`src/rtl/div_seq_param.sv`:
```
// Multi-cycle radix-2 restoring divider: quotient and remainder, signed or unsigned per operation,
// valid/ready on both sides, divide-by-zero and signed-overflow reported as flags.
module div_seq_param #(
  parameter int DIVIDEND_W = 32,
  parameter int DIVISOR_W  = 16
) (
  input  logic                  clk,
  input  logic                  rst,
  input  logic                  in_valid,
  output logic                  in_ready,
  input  logic                  signed_op,
  input  logic [DIVIDEND_W-1:0] A,
  input  logic [DIVISOR_W-1:0]  B,
  output logic                  out_valid,
  input  logic                  out_ready,
  output logic [DIVIDEND_W-1:0] result,
  output logic [DIVIDEND_W-1:0] odd,
  output logic                  div_zero,
  output logic                  ovf
);

  localparam int CNT_W = $clog2(DIVIDEND_W);

  typedef enum logic [1:0] {IDLE, CALC, DONE} state_t;
  state_t state_reg, state_next;

  logic [DIVIDEND_W-1:0] dvd_reg;
  logic [DIVISOR_W-1:0]  rem_reg;
  logic [DIVISOR_W-1:0]  dsr_reg;
  logic                  qneg_reg, rneg_reg;
  logic [CNT_W-1:0]      cnt_reg;

  logic                  accept, b_zero, is_ovf, a_neg, b_neg, last;
  logic [DIVIDEND_W-1:0] a_mag;
  logic [DIVISOR_W-1:0]  b_mag;
  logic [DIVISOR_W:0]    shifted;
  logic                  ge;
  logic [DIVISOR_W-1:0]  diff, rem_new;
  logic [DIVIDEND_W-1:0] quo_step, rem_ext, quo_final, rem_final;

  assign in_ready  = (state_reg == IDLE);
  assign out_valid = (state_reg == DONE);
  assign accept    = in_valid && in_ready;

  assign b_zero = (B == '0);
  assign is_ovf = signed_op && A[DIVIDEND_W-1] && (A[DIVIDEND_W-2:0] == '0) && (B == '1);
  assign a_neg  = signed_op && A[DIVIDEND_W-1];
  assign b_neg  = signed_op && B[DIVISOR_W-1];
  assign a_mag  = a_neg ? -A : A;
  assign b_mag  = b_neg ? -B : B;
  assign last   = (cnt_reg == CNT_W'(DIVIDEND_W - 1));

  // The remainder is always below the divisor magnitude, so when the trial subtraction succeeds
  // the difference fits in DIVISOR_W bits and the modular low-bit subtraction is exact.
  assign shifted  = {rem_reg, dvd_reg[DIVIDEND_W-1]};
  assign ge       = (shifted >= {1'b0, dsr_reg});
  assign diff     = shifted[DIVISOR_W-1:0] - dsr_reg;
  assign rem_new  = ge ? diff : shifted[DIVISOR_W-1:0];
  assign quo_step = {dvd_reg[DIVIDEND_W-2:0], ge};

  always_comb begin
    rem_ext = '0;
    rem_ext[DIVISOR_W-1:0] = rem_new;
  end

  assign quo_final = qneg_reg ? -quo_step : quo_step;
  assign rem_final = rneg_reg ? -rem_ext : rem_ext;

  always_ff @(posedge clk) begin
    if (rst) state_reg <= IDLE;
    else     state_reg <= state_next;
  end

  always_comb begin
    state_next = state_reg;
    case (state_reg)
      IDLE:    if (accept) state_next = (b_zero || is_ovf) ? DONE : CALC;
      CALC:    if (last) state_next = DONE;
      DONE:    if (out_ready) state_next = IDLE;
      default: state_next = IDLE;
    endcase
  end

  always_ff @(posedge clk) begin
    if (rst) begin
      dvd_reg  <= '0;
      rem_reg  <= '0;
      dsr_reg  <= '0;
      qneg_reg <= 1'b0;
      rneg_reg <= 1'b0;
      cnt_reg  <= '0;
      result   <= '0;
      odd      <= '0;
      div_zero <= 1'b0;
      ovf      <= 1'b0;
    end else begin
      case (state_reg)
        IDLE: begin
          if (accept) begin
            if (b_zero) begin
              result   <= '1;
              odd      <= A;
              div_zero <= 1'b1;
              ovf      <= 1'b0;
            end else if (is_ovf) begin
              result   <= A;
              odd      <= '0;
              div_zero <= 1'b0;
              ovf      <= 1'b1;
            end else begin
              dvd_reg  <= a_mag;
              dsr_reg  <= b_mag;
              rem_reg  <= '0;
              qneg_reg <= a_neg ^ b_neg;
              rneg_reg <= a_neg;
              cnt_reg  <= '0;
            end
          end
        end
        CALC: begin
          dvd_reg <= quo_step;
          rem_reg <= rem_new;
          cnt_reg <= cnt_reg + CNT_W'(1);
          if (last) begin
            result   <= quo_final;
            odd      <= rem_final;
            div_zero <= 1'b0;
            ovf      <= 1'b0;
          end
        end
        default: ;
      endcase
    end
  end

endmodule

```
`config.mk`:
```
export PLATFORM = sky130hd
export DESIGN_NAME = div_seq_param
export DESIGN_NICKNAME = d
export VERILOG_FILES = /design/src/rtl/div_seq_param.sv
export SDC_FILE = /design/constraint.sdc
export NUM_CORES = 1
export LEC_CHECK = 0
export CELL_PAD_IN_SITES_DETAIL_PLACEMENT = 1
export CELL_PAD_IN_SITES_GLOBAL_PLACEMENT = 1
export CORE_MARGIN = 2
export CORE_UTILIZATION = 44
export CTS_CLUSTER_DIAMETER = 150
export DETAILED_ROUTE_END_ITERATION = 8
export HOLD_SLACK_MARGIN = 0.02
export PLACE_DENSITY_LB_ADDON = 0.1
export SLEW_MARGIN = 20
export SYNTH_ARGS = -nofsm -noshare
export SYNTH_HDL_FRONTEND = slang
export SYNTH_SLANG_ARGS = --single-unit
```
`constraint.sdc`:
```
create_clock -name clk -period 9.5 [get_ports clk]
set_input_delay 1.9 -clock clk [delete_from_list [all_inputs] [get_ports clk]]
set_output_delay 1.9 -clock clk [all_outputs]
set_load 0.05 [all_outputs]
```
==> results.md, run 1 <==
* Status: completed
* Top FF cell, synth: dfxtp_1
* Skew final at 0.0103 ns
* Synth Net Count at 1,214
* Critical-path top delay cell: or4_1
* Pleak at 3.69 nW
* Via density at 6.05
* Routed via count at 8,998
* Global-route usage over all layers at 29.4%
* Routed len/inst at 20.3 um
* Cell Rows at 51
* Die area at 20,900 sq um
* Top-count cell post-synth: dfxtp_1
* Drt pass-1 iters at 5
* Yosys cell types at 69
* Num CTS Buffers at 17
* Max cap viols at 0
* CTS Buffer Depth at 2
* FFs w/ async S/R, synth at 0%
* Area Overhead vs Synth at 21.8%
* CP cell instances: clkdlybuf4s50_1 > or4_1 > nor3_1 > nand3_1 > o21ai_2 > a21oi_4 > buf_4 > or3_1 > a21oi_1 > a21o_1
* Critical Path RT at 9.88 ns
* Crit path time final at 5.68 ns
* EDFF count, synth at 0
* Netlist Area Pre-Place at 8690 sq um
* Final number of setup-violating endpoints at 0
* Starting Density at 44.8%
* Startpoint types: input pin
* Crit end category: flip-flop
* # Post-CTS Setup Buffers at 0
* PortBufs at 120
* Worst-case reg-to-reg path depth at 16
* CP Data Arrival Time at 6.06 ns
* PD cells at 174 nW/um^2
* Synth top area share at 32.0%
* CP bufs+invs at 2
* Setup_tns at 0 ns
* Largest net degree at the start of global routing at 89
* Hold Vio Cnt, Final at 0
* Worst-path clk slew at 0.07 ns
* Global placement routability congestion at 0.871
* FMAX at 176 MHz
* Unrepaired setup endpoints after global routing: false
* Critical path type: input pin to flip-flop
* Min-Delay Path Depth at 2
* Die height at 145 um
* Final period util at 59.8%
* Worst-path fanout max at 47
* Core Area at 19,400 sq um
* Post-Syn Area per Cell at 7.64 sq um
* FF+latch count, synth at 139
* Commonest cells post-synth: dfxtp_1, nor2_1, nand2_1
* I/O pin total at 121
* Sequential area share after synthesis at 32.0%
* Reg-to-Reg Start: rem_reg[2]$_SDFFE_PP0P_
* CTS tree: yes
* Gate Count Post-Synth at 1,137
* Clk sink count at 139
* # resized after CTS at 0
* Post-CTS Hold Fix Bufs at 0
* Min-Delay Path Class: flip-flop to flip-flop
* Leading area contributor after synthesis: dfxtp_1
* Initial antenna violation count at 0
* Post-Place Cell Area at 10,000 sq um
* DRC at 0
* WL final at 30,200 um
* DRT iter0 DRCs at 792
* Critical path startpoint: A[14]
* Crit. path cell count at 10
* HP Start: result[0]$_SDFFE_PP0P_
* Largest cells by area after synthesis: dfxtp_1, a21oi_1, xnor2_1
* Nets at 1,286
* Share of cells above drive strength 1 at 5.65%
* # diodes at 0
* VDD IR-drop max at 123 uV
* Clk_lat worst skew at 0.44 ns
* Post-DRT Antenna Nets at 0
* Root buffer cell: clkbuf_16
* Total of fill cells in the finished design at 2,425
* Relative slew slack at 30.1%
* Count of final max-slew check failures at 0
* Max H-tree Level at 4
* Worst Max-Slew Pin Slew at 1.05 ns
* Die width at 145 um
* DP Wirelength at 21,600 um
* Grt ovf at 0
* Cell family contributing the most delay on the critical path: simple AND/OR/NAND/NOR gates
* Yosys Warn Count at 0
* Final Cell Area at 10,600 sq um
* First-pass GRT wire length at 47,800 um
* Vias in the first global route at 8,718
* Critical Path Max Stage Delay at 0.64 ns
layout by cell type, fill, tap and decap left out, drive strengths merged, types with 29 or more instances in the layout:
cell	instances
dfxtp	139
xnor2	57
xor2	36
a211oi	29
a21oi	111
o211ai	29
inv	42
nand2	127
a22oi	29
nor3	29
clkdlybuf4s50	119
nor2	132
o21ai	59
metrics by stage:
stage	setup slack [ns]	hold slack, ns	total power, mW	cells	util [%]
final	3.82	0.451	1.84	1487	54.6
after global routing	3.69	0.488	1.93	1487	54.6
after CTS	3.93	0.455	1.84	1487	54.6
after detailed placement	3.49	0.444	1.20	1455	51.7
after global placement	3.57	0.440	1.19	1455	51.7
after floorplan	5.34	0.450	1.04	1137	-
worst min-delay path, cell delays in order, from the launching register on:
cell	delay, ns
dfxtp_1	0.31
nand2_1	0.05
a21oi_1	0.05
where the power goes:
group | internal (mW) | switching [mW] | leakage [nW] | total [mW]
Sequential | 0.607 | 0.0373 | 1.13 | 0.645
Combinational | 0.198 | 0.357 | 2.30 | 0.556
Clock | 0.344 | 0.296 | 0.261 | 0.640
kinds of logic after synthesis:
| group | share of synthesized area, % |
|---|---|
| XOR/XNOR | 9.37 |
| buffers and inverters | 4.92 |
| multiplexers | 0.921 |
| adder cells (fa/ha/maj) | 3.54 |
| flip-flops | 32.0 |
| AO/OA/AOI/OAI | 28.0 |
| AND/OR/NAND/NOR | 21.2 |
routing by layer:
layer | routed length [um] | part of all wire [%] | up-vias | GRT usage (%)
met5 | 0 | 0 | - | 0
met4 | 483 | 1.6 | 0 | 8.43
met3 | 1790 | 5.9 | 33 | 4.97
met2 | 14000 | 46 | 280 | 47.3
met1 | 13900 | 46 | 4403 | 40.6
li1 | - | - | 4282 | -
cell type report:
class	count	area, sq um	area share, %
flip-flops and latches	139	2780	26.3
inverters	34	128	1.21
repair buffers	129	1270	12.0
clock inverters	14	125	1.18
multi-input cells	888	5520	52.2
clock buffers	18	429	4.05
well taps	265	332	3.13
worst paths after layout:
path | end | slack, ns
min | result[0]$_SDFFE_PP0P_ | 0.45
min reg2reg | result[0]$_SDFFE_PP0P_ | 0.45
max reg2reg | result[28]$_SDFFE_PP0P_ | 4.25
max | result[19]$_SDFFE_PP0P_ | 3.82
(Power assumes the default switching activity.)
==> run 2: changes to the inputs <==
--- a/config.mk
+++ b/config.mk
@@ -8,7 +8,7 @@
 export CELL_PAD_IN_SITES_DETAIL_PLACEMENT = 1
 export CELL_PAD_IN_SITES_GLOBAL_PLACEMENT = 1
 export CORE_MARGIN = 2
-export CORE_UTILIZATION = 44
+export CORE_UTILIZATION = 37
 export CTS_CLUSTER_DIAMETER = 150
 export DETAILED_ROUTE_END_ITERATION = 8
 export HOLD_SLACK_MARGIN = 0.02
==> constraint.sdc (replaced) <==
create_clock -name clk -period 5.05 [get_ports clk]
set_input_delay 1.01 -clock clk [delete_from_list [all_inputs] [get_ports clk]]
set_output_delay 1.01 -clock clk [all_outputs]
set_load 0.05 [all_outputs]
==> results.md, run 2 (synthesis results as in run 1) <==
* Status: completed
* First-pass GRT wire length at 48,900 um
* Die width at 157 um
* WL final at 30,400 um
* Non-filler cells, final at 1,551
* Die height at 157 um
* Via density at 5.60
* Grt ovf at 0
* DRC at 0
* Routed len/inst at 19.6 um
* Critical Path RT at 5.40 ns
* Internal power at 2.27 mW
* Critical path type: flip-flop to flip-flop
* PD cells at 329 nW/um^2
* Area Overhead vs Synth at 23.8%
* Global-route usage over all layers at 25.0%
* Post-DRT Antenna Nets at 0
* Skew final at 0.0151 ns
* Critical path startpoint: dsr_reg[3]$_SDFFE_PP0P_
* Nets at 1,296
* Setup_tns at 0 ns
* Max H-tree Level at 4
* PortBufs at 120
* Clk sink count at 139
* Fin util at 46.2%
* Root buffer cell: clkbuf_16
* Core Area at 23,300 sq um
* Reg-to-Reg Start: dsr_reg[3]$_SDFFE_PP0P_
* # Post-CTS Setup Buffers at 0
* Most frequent cells in the layout: dfxtp_1, nor2_1, nand2_1
* Vias in the first global route at 8,736
* Sw Pwr at 1.27 mW
* Final Cell Area at 10,800 sq um
* Combinational Power Share at 29.9%
* Inst Count DP at 1,519
* Sequential share of power at 34.1%
* Max cap viols at 0
* Most common cell after layout, fill and taps aside: dfxtp_1
* Relative slew slack at 27.6%
* # diodes at 0
* Cell Rows at 56
* DRT iter0 DRCs at 476
* I/O pin total at 121
* VDD IR-drop max at 174 uV
* HP Start: result[11]$_SDFFE_PP0P_
* Worst-path clk slew at 0.06 ns
* Final number of setup-violating endpoints at 0
* Pwr Total at 3.54 mW
* CTS Buffer Depth at 2
* Global placement routability congestion at 0.817
* DP Wirelength at 22,300 um
* Worst-path fanout max at 7
* # resized after CTS at 0
* Final period util at 84.1%
* Starting Density at 37.4%
* Num CTS Buffers at 17
* Seq. cell area at 2780 sq um
* Crit end category: flip-flop
* Largest net degree at the start of global routing at 74
* FMAX at 236 MHz
* Clock power frac at 36.1%
* Min-Delay Path Class: flip-flop to flip-flop
* Count of final max-slew check failures at 0
* Total of fill cells in the finished design at 2,807
* Crit path time final at 4.25 ns
* Routed via count at 8,688
* CP Data Arrival Time at 4.60 ns
* Multi-input logic area at 5520 sq um
* Initial antenna violation count at 0
* Clk_lat worst skew at 0.43 ns
* Hold Vio Cnt, Final at 0
* Worst Max-Slew Pin Slew at 1.08 ns
* Sw frac at 35.9%
* CTS tree: yes
* Die area at 24,700 sq um
* Drt pass-1 iters at 5
* Unrepaired setup endpoints after global routing: false
* Post-CTS Hold Fix Bufs at 0
* Post-Place Cell Area at 10,200 sq um
* Startpoint types: flip-flop
* Share of cells above drive strength 1 at 6.25%
* Pleak at 3.75 nW
[run 2: changes by cell type in the layout (fill, tap and decap cells not counted), moves of 2 or more]
cell       delta
bufinv_16     +2
buf_4        +10
inv_6         -3
inv_8         -3
[run 2: power by group through the flow]
| stage | logic (mW) | clock network [mW] | registers (mW) |
|---|---|---|---|
| after floorplan | 0.749 | 0 | 1.21 |
| after global placement | 1.03 | 0 | 1.23 |
| after detailed placement | 1.05 | 0 | 1.23 |
| after CTS | 1.06 | 1.30 | 1.20 |
| after global routing | 1.17 | 1.35 | 1.21 |
| final | 1.06 | 1.28 | 1.20 |
[run 2: layout make-up]
type,count,area share [%]
sequential,139,25.9
clock buffer,20,4.15
tap,319,3.71
multi-input combinational,888,51.3
clock inverter,12,1.29
timing repair buffer,139,12.5
inverter,34,1.19
[run 2: final timing paths]
path,to,slack [ns],cells after the start
worst max-delay path,result[24]$_SDFFE_PP0P_,0.80,15
worst min-delay path,result[11]$_SDFFE_PP0P_,0.45,2
worst max register to register,result[24]$_SDFFE_PP0P_,0.80,15
worst min register to register,result[11]$_SDFFE_PP0P_,0.45,2
[run 2: metal layers]
layer | up-vias | track usage (%) | part of all wire (%)
met4 | 0 | 5.06 | 0.99
met3 | 20 | 3.36 | 2.6
met5 | - | 0 | 0
li1 | 4291 | - | -
met1 | 4241 | 33.3 | 47
met2 | 136 | 43.4 | 50
[run 2: metrics by stage]
| stage | setup slack (ns) | hold WS (ns) |
|---|---|---|
| floorplan | 0.960 | 0.450 |
| global placement | 0.660 | 0.434 |
| detailed placement | 0.615 | 0.438 |
| CTS | 0.754 | 0.454 |
| global route | 0.507 | 0.473 |
| finish | 0.804 | 0.450 |
[run 2: worst max-delay path, stage by stage (launching register included)]
cell	delay, ns
dfxtp_1	0.33
inv_1	0.08
ha_1	0.37
and2_1	0.23
o21a_1	0.23
o311ai_2	0.46
a41oi_2	0.23
inv_1	0.14
ha_1	0.18
or2b_2	0.36
or3_4	0.38
or3_4	0.40
o31ai_2	0.30
xnor2_1	0.17
o221ai_1	0.14
a21oi_1	0.16
